**src/rtl/ahb_lite_arb2.sv**
```systemverilog
// Two-master AHB-Lite arbiter: registers each master's address phase and replays it on a shared slave bus.
// Define ARB2_FIXED_PRIO_EN for fixed M0-first priority instead of round-robin.
module ahb_lite_arb2 #(
  parameter int unsigned ADDR_W = 32,
  parameter int unsigned DATA_W = 32
) (
  input  logic              HCLK,
  input  logic              HRESET,
  input  logic [ADDR_W-1:0] M0_HADDR,
  input  logic [1:0]        M0_HTRANS,
  input  logic              M0_HWRITE,
  input  logic [2:0]        M0_HSIZE,
  input  logic [DATA_W-1:0] M0_HWDATA,
  output logic              M0_HREADY,
  output logic [DATA_W-1:0] M0_HRDATA,
  input  logic [ADDR_W-1:0] M1_HADDR,
  input  logic [1:0]        M1_HTRANS,
  input  logic              M1_HWRITE,
  input  logic [2:0]        M1_HSIZE,
  input  logic [DATA_W-1:0] M1_HWDATA,
  output logic              M1_HREADY,
  output logic [DATA_W-1:0] M1_HRDATA,
  output logic [ADDR_W-1:0] S_HADDR,
  output logic [1:0]        S_HTRANS,
  output logic              S_HWRITE,
  output logic [2:0]        S_HSIZE,
  output logic [DATA_W-1:0] S_HWDATA,
  output logic              S_HREADY,
  input  logic              S_HREADYOUT,
  input  logic [DATA_W-1:0] S_HRDATA
);

  localparam logic [1:0] HTRANS_IDLE   = 2'b00;
  localparam logic [1:0] HTRANS_NONSEQ = 2'b10;
  localparam logic [1:0] HTRANS_SEQ    = 2'b11;

  logic              pend0_q, pend0_d, pend1_q, pend1_d;
  logic [ADDR_W-1:0] addr0_q, addr1_q;
  logic              write0_q, write1_q;
  logic [2:0]        size0_q, size1_q;
  logic              dp_valid_q, dp_valid_d;
  logic              dp_owner_q, dp_owner_d;
  logic [ADDR_W-1:0] haddr_q;
  logic              hwrite_q;
  logic [2:0]        hsize_q;
`ifndef ARB2_FIXED_PRIO_EN
  logic              last_grant_q;
`endif

  logic grant, winner, grant0, grant1, cap0, cap1;

  always_comb begin
    grant = S_HREADYOUT && (pend0_q || pend1_q);
`ifdef ARB2_FIXED_PRIO_EN
    winner = !pend0_q;
`else
    // Tie goes to whoever did not win last; otherwise the sole requester.
    winner = (pend0_q && pend1_q) ? !last_grant_q : !pend0_q;
`endif
    grant0 = grant && !winner;
    grant1 = grant && winner;
  end

  assign M0_HREADY = !pend0_q && !(dp_valid_q && !dp_owner_q && !S_HREADYOUT) && !grant0;
  assign M1_HREADY = !pend1_q && !(dp_valid_q &&  dp_owner_q && !S_HREADYOUT) && !grant1;
  assign M0_HRDATA = S_HRDATA;
  assign M1_HRDATA = S_HRDATA;

  assign cap0 = M0_HREADY && (M0_HTRANS == HTRANS_NONSEQ || M0_HTRANS == HTRANS_SEQ);
  assign cap1 = M1_HREADY && (M1_HTRANS == HTRANS_NONSEQ || M1_HTRANS == HTRANS_SEQ);

  assign S_HTRANS = grant ? HTRANS_NONSEQ : HTRANS_IDLE;
  assign S_HADDR  = grant ? (winner ? addr1_q  : addr0_q)  : haddr_q;
  assign S_HWRITE = grant ? (winner ? write1_q : write0_q) : hwrite_q;
  assign S_HSIZE  = grant ? (winner ? size1_q  : size0_q)  : hsize_q;
  assign S_HWDATA = dp_owner_q ? M1_HWDATA : M0_HWDATA;
  assign S_HREADY = S_HREADYOUT;

  always_comb begin
    pend0_d    = cap0 ? 1'b1 : (grant0 ? 1'b0 : pend0_q);
    pend1_d    = cap1 ? 1'b1 : (grant1 ? 1'b0 : pend1_q);
    dp_valid_d = S_HREADYOUT ? grant : dp_valid_q;
    dp_owner_d = grant ? winner : dp_owner_q;
  end

  always_ff @(posedge HCLK) begin
    if (HRESET) begin
      pend0_q    <= 1'b0;
      pend1_q    <= 1'b0;
      addr0_q    <= '0;
      addr1_q    <= '0;
      write0_q   <= 1'b0;
      write1_q   <= 1'b0;
      size0_q    <= '0;
      size1_q    <= '0;
      dp_valid_q <= 1'b0;
      dp_owner_q <= 1'b0;
      haddr_q    <= '0;
      hwrite_q   <= 1'b0;
      hsize_q    <= '0;
`ifndef ARB2_FIXED_PRIO_EN
      last_grant_q <= 1'b1;
`endif
    end else begin
      pend0_q    <= pend0_d;
      pend1_q    <= pend1_d;
      dp_valid_q <= dp_valid_d;
      dp_owner_q <= dp_owner_d;
      if (cap0) begin
        addr0_q  <= M0_HADDR;
        write0_q <= M0_HWRITE;
        size0_q  <= M0_HSIZE;
      end
      if (cap1) begin
        addr1_q  <= M1_HADDR;
        write1_q <= M1_HWRITE;
        size1_q  <= M1_HSIZE;
      end
      // Idle slave bus keeps presenting the last issued address.
      haddr_q  <= S_HADDR;
      hwrite_q <= S_HWRITE;
      hsize_q  <= S_HSIZE;
`ifndef ARB2_FIXED_PRIO_EN
      if (grant) last_grant_q <= winner;
`endif
    end
  end

endmodule

```
**config.mk**
```make
export PLATFORM = sky130hd
export DESIGN_NAME = ahb_lite_arb2
export DESIGN_NICKNAME = d
export VERILOG_FILES = /design/src/rtl/ahb_lite_arb2.sv
export SDC_FILE = /design/constraint.sdc
export NUM_CORES = 1
export LEC_CHECK = 0
export ABC_AREA = 1
export CAP_MARGIN = 25
export CORE_MARGIN = 2
export CORE_UTILIZATION = 35
export CTS_CLUSTER_DIAMETER = 80
export DETAILED_ROUTE_END_ITERATION = 8
export PLACE_DENSITY = 0.77
export SETUP_SLACK_MARGIN = 0.02
export SYNTH_ARGS = -nofsm -noshare
export SYNTH_HDL_FRONTEND = slang
export SYNTH_SLANG_ARGS = --single-unit
```
**constraint.sdc**
```tcl
create_clock -name HCLK -period 1.83 [get_ports HCLK]
set_clock_uncertainty 0.2 [all_clocks]
set_input_delay 0.4575 -clock HCLK [delete_from_list [all_inputs] [get_ports HCLK]]
set_output_delay 0.4575 -clock HCLK [all_outputs]
set_load 0.02 [all_outputs]
```
=== After elaboration in Yosys (flattened, before gate mapping) ===
Index checks and enable logic that the tools add are counted.

* Register bits: 113
* Bits in latches: 0
* RAM bits: 0
* Bits in read-only memories: 0
* Bits of input ports: 175
* Output and inout port bits: 137
* Logic and storage cells: 60
* Memories kept: 0

* Add/sub/neg operators: 0
* $mul: 0
* Div/mod/pow operators: 0
* Order comparisons: 0
* Eq/ne operators: 4
* Shifts and indexed selects: 0
* Mux-type cells: 13
* Bitwise operators: 0
* Reduce and logical (&&, ||, !) cells: 29

{| class="wikitable"
|+ Operators with widths
! operator !! count
|-
| $mux W32 || 3
|-
| $logic_and A1 B1 Y1 || 14
|-
| $logic_not A1 Y1 || 10
|-
| $eq A2 B2 Y1 const B || 4
|-
| $mux W1 || 7
|-
| $mux W3 || 2
|-
| $reduce_bool A2 Y1 || 2
|-
| $logic_or A1 B1 Y1 || 3
|-
| $mux W2 || 1
|}

=== Depth between registers and ports, before layout ===
Gate-level depths: netlist (run 1).

* Depth after elaboration: 8
* Depth in mapped cells: 9
* Gate-level depth less buffers: 7

=== Worst setup path after synthesis (run 1) ===
OpenSTA, ideal clock, no wires.

* Path type: input-to-output
* Start point: input port S_HREADYOUT
* End point: output port S_HADDR[15]
* Arrival: 1.382 ns
* Data required time: 1.172 ns
* Setup slack: -0.210 ns
* Stages on the path: 8
* Buffers on the path: 3
* Cell sequence: buf_2 > o21ai_0 > buf_2 > buf_2 > nand2_1 > nand2_1 > nor2_1 > inv_1

* Word-level cells in the longest chain between the ends: 2

{| class="wikitable"
|+ RTL lines
! item !! line !! source
|-
| start: declaration || 29 || <nowiki>input logic S_HREADYOUT,</nowiki>
|-
| $logic_and A1 B1 Y1 || 53 || <nowiki>grant = S_HREADYOUT && (pend0_q || pend1_q);</nowiki>
|-
| $mux W32 || 73 || <nowiki>assign S_HADDR = grant ? (winner ? addr1_q : addr0_q) : haddr_q;</nowiki>
|-
| end: declaration || 23 || <nowiki>output logic [ADDR_W-1:0] S_HADDR,</nowiki>
|}

Every way passes these cells.

=== Worst setup path after layout (run 1) ===
* Start point: register pend1_q
* End point: output port S_HADDR[28]

* Word-level cells in the longest chain between the ends: 4
* Elaborated cells on any way between the ends: 6
* Those cells by class: mux (3); reduce/logical (3)

{| class="wikitable"
|+ RTL lines
! item !! line !! source
|-
| start: declaration || 37 || <nowiki>logic pend0_q, pend0_d, pend1_q, pend1_d;</nowiki>
|-
| start signal: assignment || 106 || <nowiki>pend1_q <= pend1_d;</nowiki>
|-
| $logic_and A1 B1 Y1 || 58 || <nowiki>winner = (pend0_q && pend1_q) ? !last_grant_q : !pend0_q;</nowiki>
|-
| $mux W1 || 58 ||
|-
| $mux W32 || 73 ||
|-
| $mux W32 (*) || 73 ||
|}

Mark *: on every way between the ends. The rest lies on a longest branch, timed or not.

==> impl_metrics.py, run 1 <==
metrics = {
    "run_status": {
        "outcome": "complete, but fails checks",
        "violations": "negative setup slack",
    },
    "timing": {
        "min_period_over_period": 1.323,
        "worst_slack_ns": -0.5910,
        "slew_viol_final": 0,
        "max_freq_ghz": 0.4131,
        "rsz0062_at_grt": "yes",
        "setup_viol": 87,
        "whs_ns": 0.3115,
        "hold_viol_final": 0,
        "min_period_ns": 2.421,
    },
    "cells_and_area": {
        "layout.cells.non_filler": 1419,
        "antenna_cells": 0,
        "drive_gt1_frac": 0.3837,
        "fin_area_sq_um": 10650,
        "fillCellCount": 1319,
        "syn_to_final_growth_pct": 80.74,
        "final_util": 0.6444,
        "final_nets": 1361,
    },
    "power": {
        "p_per_area_nw_per_um2": 814.7,
        "p_int_mw": 6.032,
        "p_sw_mw": 2.644,
        "p_leak_nw": 5.264,
        "sw_frac_of_total": 0.3048,
        "p_clk_frac": 0.352,
        "ir_worst_vdd_v": 0.0005552,
        "pwr-share-seq": 0.318,
        "pwr-share-comb": 0.330,
    },
    "synth": {
        "synth_top_area_share": 0.3839,
        "seq_area_frac_synth": 0.3839,
        "yosys_warnings": 0,
        "yosysUniqueCellTypes": 21,
        "synthTopCellsByArea": "dfxtp_1 38%, nand2_1 20%, nor2_1 16%",
        "syn_nets": 1144,
        "synth_seq_cells": 113,
        "synth_area_per_cell_sq_um": 6.080,
        "ys_async_sr_fraction": 0,
        "ys_dominant_reg_cell": "dfxtp_1",
        "yosysMostFrequentCell": "nand2_1",
        "syn_inst": 969,
        "synth_edf_count": 0,
        "ys_top_cells_by_count": "318 x nand2_1, 253 x nor2_1, 113 x dfxtp_1",
        "synth.largest_area_cell": "dfxtp_1",
        "syn_area_sq_um": 5892,
    },
    "critical_path": {
        "endpoint_kind": "output port",
        "cp_num_buf_inv": 5,
        "path_class": "reg2out",
        "crit_path_cell_trace": "buf_6 -> o21ai_4 -> buf_6 -> buf_12 -> nand2_1 -> nand2_1 -> nor2_2 -> inv_2 -> buf_6",
        "critPathTopFamily": "buffers and inverters",
        "crit_fanout": 7,
        "critPathLaunchType": "flop",
        "cp_slowest_cell": "dfxtp_4",
        "crit_arrival_ns": 1.76,
        "r2r_cells": 12,
        "crit_cells": 9,
        "crit_top_cell": "buf_6",
        "required_ns": 1.17,
        "slowest_delay_ns": 0.38,
        "r2r_slack_ns": -0.06,
    },
    "floorplan": {
        "io_pins": 312,
        "die-area_sq_um": 17890,
        "fp.dieH_microns": 133.7,
        "rows": 47,
        "dieWidth_microns": 133.7,
        "core_region_area_sq_um": 16520,
        "start_util": 0.3566,
    },
    "route": {
        "antenna_left": 0,
        "drc": 0,
        "firstDrtPassIters": 5,
        "vias_per_cell": 4.656,
        "wl_mm": 23.98,
        "drtIter0Drc": 304,
        "num_vias": 6607,
        "wl_per_cell_microns": 16.90,
    },
    "grt": {
        "grtUsageTotal": 0.2378,
        "grt_pass1_vias": 6338,
        "grt_max_degree": 44,
        "antenna_found_initial": 0,
        "grt.overflow.total": 0,
        "grt_pass1_wl_mm": 32.99,
    },
    "placed_design": {
        "port_buffers": 212,
        "dpl_worst_slack_ns": -0.7600,
        "dp.cells": 1329,
        "place_area_sq_um": 8084,
        "gp_congestion": 0.8059,
        "hpwl_mm": 13.51,
    },
    "clocking": {
        "cts_hold_buf": 0,
        "cts_root_buffer": "clkbuf_16",
        "path_clk_slew_ns": 0.05,
        "cts_sinks": 113,
        "cts_tree": "done",
        "htreeDepth": 4,
        "clock_latency_ns": 0.41,
        "numCtsBuffers": 17,
        "ctsLongestPathBuffers": 2,
    },
    "min_path": {
        "holdPathStages": 4,
        "hold_class": "reg2reg",
    },
    "job": {
        "max_cap_viol_count": 0,
    },
}
==> worst paths after layout <==
check	startpoint	endpoint
worst max-delay path	pend1_q$_SDFFE_PP0P_	S_HADDR[28]
worst min-delay path	addr0_q[4]$_SDFFE_PP0P_	addr0_q[4]$_SDFFE_PP0P_
worst max register to register	pend0_q$_SDFFE_PP0P_	haddr_q[9]$_SDFF_PP0_
worst min register to register	addr0_q[4]$_SDFFE_PP0P_	addr0_q[4]$_SDFFE_PP0P_
==> worst min-delay path, stage by stage, from the launching register on <==
cell and delay (ns):
dfxtp_1 0.30, inv_1 0.05, nand2_1 0.04, nand2_1 0.05, nor2_1 0.03
==> power groups by stage <==
stage / sequential, mW / clock (mW) / combinational [mW]
final: 2.76 / 3.06 / 2.86
after global routing: 2.77 / 3.20 / 3.04
after CTS: 2.75 / 3.09 / 2.51
after detailed placement: 2.79 / 0 / 1.96
after global placement: 2.79 / 0 / 1.95
after floorplan: 2.77 / 0 / 1.22
==> logic make-up after synthesis <==
| logic type | synth area share |
|---|---|
| and+or+nand+nor | 0.4088 |
| buffers and inverters | 0.1992 |
| AOI/OAI and AO/OA | 0.007434 |
| DFF | 0.3839 |
| other | 0.0006365 |
==> layout by cell type (no fill, tap or decap), types with 2 or more instances in the layout <==
cell type and n:
a21oi_1 4, buf_12 20, buf_16 5, buf_2 2, buf_4 51, buf_6 86
buf_8 7, clkbuf_1 6, clkbuf_16 24, clkbuf_8 3, clkdlybuf4s50_1 139, clkinv_2 5
dfxtp_1 109, dfxtp_4 3, inv_1 77, inv_2 36, nand2_1 198, nand2_2 66
nand2_4 55, nand4_1 36, nor2_1 164, nor2_2 42, nor2_4 48
==> flip-flops by register name (all words and copies together), names as in the netlist <==
register and count:
write1_q 1, pend1_q 1, write0_q 1, hwrite_q 1, dp_owner_q 1, size0_q 3, size1_q 3, dp_valid_q 1
hsize_q 3, addr0_q 32, pend0_q 1, last_grant_q 1, haddr_q 32, addr1_q 32
==> what timing repair did <==
item,in CTS,in global routing
hold endpoints to repair,0,0
resized for setup,586,170
setup endpoints to repair,72,111
pin swaps,46,47
cloned,9,10
setup buffers,38,11
==> layout make-up <==
| type | count | area [sq um] | area share |
|---|---|---|---|
| Timing Repair Buffer | 318 | 3603 | 0.3384 |
| Clock buffer | 26 | 489.2 | 0.04594 |
| Clock inverter | 6 | 55.05 | 0.005170 |
| Inverter | 114 | 432.9 | 0.04065 |
| Tap cell | 220 | 275.3 | 0.02585 |
| Sequential cell | 113 | 2275 | 0.2136 |
| Multi-Input combinational cell | 622 | 3518 | 0.3304 |
==> layer usage <==
metal | track usage | vias to the layer above | share of wire
met1 | 0.2470 | 2976 | 0.35
met3 | 0.07306 | 66 | 0.087
met4 | 0.1064 | 0 | 0.042
met5 | 0 | - | 0
li1 | - | 3220 | -
met2 | 0.4376 | 345 | 0.52
==> per-stage QoR <==
step	power, mW	TNS [ns]
floorplan	3.986	-0.4252
global placement	4.732	-42.74
detailed placement	4.756	-44.52
CTS	8.344	-28.45
global route	9.017	-32.91
finish	8.676	-27.23
Note: power is estimated with default switching activity, not from simulation.
==> inputs of run 2 (changes only) <==
- ABC_CLOCK_PERIOD_IN_PS: not set -> 1830
- CAP_MARGIN: 25 -> not set
==> results of run 2 <==
No change in the layout: final DEF, timing and power equal those of run 1.
